[src/rtl/md5_round_seq_pkg.sv]
// Shared definitions for the MD5 round sequencer: state encodings, round
// function select codes, round count and the per-function g multiplier/offset.
package md5_round_seq_pkg;

    typedef enum logic [1:0] {
        SEQ_IDLE = 2'd0,
        SEQ_RUN  = 2'd1,
        SEQ_DONE = 2'd2
    } seq_state_t;

    localparam logic [1:0] FUNC_F = 2'd0;
    localparam logic [1:0] FUNC_G = 2'd1;
    localparam logic [1:0] FUNC_H = 2'd2;
    localparam logic [1:0] FUNC_I = 2'd3;

    localparam int         MD5_ROUNDS = 64;
    localparam logic [5:0] LAST_ROUND = 6'(MD5_ROUNDS - 1);

    // g = (mult * round + offset) mod 16, one pair per round function
    localparam logic [3:0] G_MULT_F = 4'd1;
    localparam logic [3:0] G_OFF_F  = 4'd0;
    localparam logic [3:0] G_MULT_G = 4'd5;
    localparam logic [3:0] G_OFF_G  = 4'd1;
    localparam logic [3:0] G_MULT_H = 4'd3;
    localparam logic [3:0] G_OFF_H  = 4'd5;
    localparam logic [3:0] G_MULT_I = 4'd7;
    localparam logic [3:0] G_OFF_I  = 4'd0;

    function automatic logic [3:0] g_mult(input logic [1:0] func);
        case (func)
            FUNC_F:  return G_MULT_F;
            FUNC_G:  return G_MULT_G;
            FUNC_H:  return G_MULT_H;
            default: return G_MULT_I;
        endcase
    endfunction

    function automatic logic [3:0] g_offset(input logic [1:0] func);
        case (func)
            FUNC_F:  return G_OFF_F;
            FUNC_G:  return G_OFF_G;
            FUNC_H:  return G_OFF_H;
            default: return G_OFF_I;
        endcase
    endfunction

endpackage

[src/rtl/md5_gidx.sv]
// Combinational round index -> message word index g and round function select.
// Kept separate so an unrolled datapath can instantiate one per round.
module md5_gidx
    import md5_round_seq_pkg::*;
(
    input  logic [5:0] round,
    output logic [3:0] g,
    output logic [1:0] func
);

    // Function is the round's quarter; g arithmetic is done in 4 bits so it wraps mod 16
    always_comb begin
        func = round[5:4];
        g    = g_mult(round[5:4]) * round[3:0] + g_offset(round[5:4]);
    end

endmodule

[src/rtl/md5_round_seq.sv]
// MD5 round sequencer: steps rounds 0..63 on datapath acknowledges, flags
// block completion and counts completed blocks.
// Optional feature: define MD5_SEQ_BURST_EN to let a new block start on the
// final advance of the current one, skipping the DONE bubble.
module md5_round_seq
    import md5_round_seq_pkg::*;
(
    input  logic        clk_i,
    input  logic        rst_i,
    input  logic        start_i,
    output logic        ready_o,
    input  logic        abort_i,
    input  logic        adv_i,
    output logic        step_o,
    output logic [5:0]  round_o,
    output logic [3:0]  g_o,
    output logic [1:0]  func_o,
    output logic        done_o,
    output logic [15:0] blocks_o
);

`ifdef MD5_SEQ_BURST_EN
    localparam bit BURST_EN = 1'b1;
`else
    localparam bit BURST_EN = 1'b0;
`endif

    seq_state_t  state;
    seq_state_t  state_next;
    logic [5:0]  round_q;
    logic [5:0]  round_next;
    logic [15:0] blocks_q;
    logic [15:0] blocks_next;
    logic        done_q;
    logic        done_next;
    logic        at_last;

    md5_gidx u_gidx (
        .round (round_q),
        .g     (g_o),
        .func  (func_o)
    );

    // Next-state, round and counter update; abort outranks advance, advance outranks burst start
    always_comb begin
        state_next  = state;
        round_next  = round_q;
        blocks_next = blocks_q;
        done_next   = 1'b0;
        at_last     = (round_q == LAST_ROUND);
        ready_o     = (state == SEQ_IDLE) ||
                      (BURST_EN && (state == SEQ_RUN) && adv_i && at_last);
        step_o      = (state == SEQ_RUN);
        case (state)
            SEQ_IDLE: begin
                if (start_i) begin
                    state_next = SEQ_RUN;
                    round_next = '0;
                end
            end
            SEQ_RUN: begin
                if (abort_i) begin
                    state_next = SEQ_IDLE;
                    round_next = '0;
                end else if (adv_i) begin
                    if (at_last) begin
                        blocks_next = blocks_q + 16'd1;
                        done_next   = 1'b1;
                        round_next  = '0;
                        if (BURST_EN && start_i) begin
                            state_next = SEQ_RUN;
                        end else begin
                            state_next = SEQ_DONE;
                        end
                    end else begin
                        round_next = round_q + 6'd1;
                    end
                end
            end
            SEQ_DONE: begin
                state_next = SEQ_IDLE;
            end
            default: begin
                state_next = SEQ_IDLE;
                round_next = '0;
            end
        endcase
    end

    // State, round, done pulse and block count registers with synchronous reset
    always_ff @(posedge clk_i) begin
        if (rst_i) begin
            state    <= SEQ_IDLE;
            round_q  <= '0;
            blocks_q <= '0;
            done_q   <= 1'b0;
        end else begin
            state    <= state_next;
            round_q  <= round_next;
            blocks_q <= blocks_next;
            done_q   <= done_next;
        end
    end

    assign round_o  = round_q;
    assign done_o   = done_q;
    assign blocks_o = blocks_q;

endmodule
[config.mk]
export PLATFORM = sky130hd
export DESIGN_NAME = md5_round_seq
export DESIGN_NICKNAME = d
export VERILOG_FILES = /design/src/rtl/md5_round_seq_pkg.sv /design/src/rtl/md5_gidx.sv /design/src/rtl/md5_round_seq.sv
export SDC_FILE = /design/constraint.sdc
export NUM_CORES = 1
export LEC_CHECK = 0
export BUFFER_PORTS_ARGS = -buffer_cell sky130_fd_sc_hd__buf_2
export CAP_MARGIN = 10
export CORE_MARGIN = 2
export CORE_UTILIZATION = 47
export CTS_CLUSTER_SIZE = 16
export DETAILED_ROUTE_END_ITERATION = 7
export PLACE_DENSITY_LB_ADDON = 0.12
export SLEW_MARGIN = 20
export SYNTH_ARGS = -nofsm -noshare
export SYNTH_HDL_FRONTEND = slang
export SYNTH_SLANG_ARGS = --single-unit
[constraint.sdc]
create_clock -name clk_i -period 2.9 [get_ports clk_i]
set_input_delay 0.58 -clock clk_i [delete_from_list [all_inputs] [get_ports clk_i]]
set_output_delay 0.58 -clock clk_i [all_outputs]
set_load 0.05 [all_outputs]
==> qor.csv <==
metric,value,unit
rsz0062_at_grt,yes,
irDropWorstVdd,0.000220,V
p_leak,0.748,nW
worst_slew_margin_rel,67.7,%
worst_setup_path_end_kind,primary output,
synth.area.top_cells,"dfxtp_1, ha_1, xnor2_1",
dp_cells,231,
diodes,0,
pre_cts_slack,-0.520,ns
outcome,"finished, violations left",
fill_cells,258,
first_pass_iters,6,
powerDensity,308,nW/µm²
max_freq,280,MHz
h-tree-depth,1,
drive_above_1_share,30.6,%
grt_pass1_vias,1232,
start_util,50.4,%
grt_max_degree,23,
gp_congestion,0.776,
hold_viol,0,
fin_area,1810,µm²
crit_arrival,2.99,ns
min_period_over_period,123,%
hpwlAfterDp,2.42,mm
hold_class,flip-flop to flip-flop,
setup_viol,2,
crit_type,flip-flop to primary output,
drc_errors,2,
whs,0.506,ns
postSynthAreaPerCell,8.74,µm²
syn_area,1420,µm²
die_x,58.9,µm
grt_remaining_overflow,0,
slew_violations,0,
cts.sinks,25,
insertion_delay,0.32,ns
io_pins,36,
place_area,1720,µm²
ys_types,34,
ys_ff_latch,25,
clk_pin_slew,0.15,ns
drv_cap,0,
finClkSkew,0.0125,ns
ant_nets,0,
grt_use_total,20.5,%
synth_nets,179,
power,0.557,mW
dieArea,3470,µm²
die_h,58.9,µm
synthCells,162,
violations,"design-rule violations, negative setup slack",
core-area,2810,µm²
start_kind,flip-flop,
synth_top_area_share,35.4,%
area_growth,27.9,%
clockRootBuffer,clkbuf_4,
grt_first_pass_wirelength,5.47,mm
cts.path.max_buffers,2,
numCtsBuffers,3,
final_cells,237,
num-nets-final,224,
fin_crit,3.57,ns
synth-warning-count,0,
worstMarginPinSlew,0.481,ns
drt-initial-drc-count,53,
seq_area_frac_synth,35.4,%
worst_slack,-0.671,ns
io_buffers,35,
vias,1318,
num_rows,19,
postRouteWirelength,3.22,mm
antenna_found_initial,0,
cts_tree,done,
drt-vias-per-instance,5.56,
synth_area_leader_cell,dfxtp_1,
wl_per_cell,13.6,µm
timing.critical_path.required,2.32,ns
crit_fanout,4,
==> layer usage <==
layer  global-route usage, %  up-vias  share of wire, %
met5                       0        -                 0
met4                    6.82        0              0.71
met3                    2.86        4               4.2
met2                    34.8       36                49
met1                    26.8      599                46
li1                        -      679                 -
==> stage by stage <==
step	util [%]	TNS, ns
after floorplan	-	-0.460
after global placement	61.5	-0.431
after detailed placement	61.5	-0.574
after CTS	64.1	-1.06
after global routing	64.5	-1.21
final	64.5	-0.933
==> cells in the mapped netlist (all sizes together) <==
cell and count:
o31ai 5, nand4b 2, nand4bb 1, xor2 2, or4 6, or3 5
and4 1, inv 9, nor2b 1, clkbuf 2, a32oi 1, ha 10
xnor2 12, nor2 12, nor4 3, and2 2, nor3 3, o21ai 10
o21a 2, a21o 2, nor3b 1, and3 2, or3b 2, nand2 9
buf 3, nand3 6, a211oi 1, nand4 5, a21oi 15, dfxtp 25
fa 2
==> critical path: stages (launching register included) <==
cell and delay [ns]:
dfxtp_4 0.39, ha_2 0.19, o21a_1 0.20, fa_1 0.50, inv_2 0.04, fa_1 0.51
inv_2 0.05, ha_4 0.16, xnor2_4 0.18, xnor2_4 0.16, xnor2_4 0.13, buf_6 0.17
==> final cells by class <==
type	instances	area (µm²)	area share (%)
multi-input cells	123	931	51.5
flip-flops and latches	25	508	28.1
repair buffers	45	267	14.7
well taps	31	38.8	2.14
inverters	9	36.3	2.01
clock buffers	3	22.5	1.24
clock inverters	1	6.26	0.346
==> layout by cell type, fill, tap and decap left out, types with 2 or more instances in the layout <==
master    synthesis  layout
buf_2             0      33
dfxtp_1          25      23
a21oi_1          15      15
nor2_1           12      12
o21ai_0          10      10
buf_4             2      10
xnor2_1          12       9
nand2_1           9       9
ha_1             10       7
inv_1             9       6
nand3_1           6       6
nand4_1           5       5
or4_1             5       5
or3_1             5       5
o31ai_1           5       5
xnor2_4           0       3
nor4_1            3       3
nor3_1            3       3
clkbuf_4          0       3
inv_2             0       2
o21a_1            2       2
and2_1            2       2
inv_4             0       2
and3_1            2       2
nand4b_1          2       2
xor2_1            2       2
a21o_1            2       2
fa_1              2       2
ha_4              0       2
dfxtp_4           0       2
==> cells by family (layout without fill, tap and decap cells) <==
logic type / after synthesis / after routing / share of synthesized area [%]
xor gates and xnor gates: 14 / 14 / 8.67
DFF: 25 / 25 / 35.4
adders and majority gates: 12 / 12 / 11.7
buffers and inverters: 14 / 58 / 4.77
and+or+nand+nor: 61 / 61 / 24.8
AOI/OAI and AO/OA: 36 / 36 / 14.8
==> flip-flops by register name, summed over array words and instances, names as in the netlist <==
register / count
blocks_o: 16
round_o: 6
state: 2
done_o: 1
==> power breakdown <==
part           internal [mW]  switching [mW]  leakage (nW)
logic                 0.0144          0.0348         0.526
clock network         0.0537           0.108        0.0183
registers              0.344         0.00246         0.203
==> repair_timing <==
| action | CTS | global route |
|---|---|---|
| setup buffers | 2 | 0 |
| pin swaps | 7 | 1 |
| endpoints found under the setup margin | 2 | 2 |
| resized for setup | 9 | 1 |
| hold buffers | 0 | 0 |
| endpoints found under the hold margin | 0 | 0 |
==> path summary, 6_finish.rpt <==
path | startpoint | end | depth (start not counted) | slack [ns]
min | blocks_o[13] | blocks_o[13] | 2 | 0.51
max reg2reg | round_o[1] | blocks_o[15] | 6 | 0.57
max | round_o[4] | g_o[3] | 11 | -0.67
min reg2reg | blocks_o[13] | blocks_o[13] | 2 | 0.51
No activity file was read; power rests on OpenSTA's default activity.
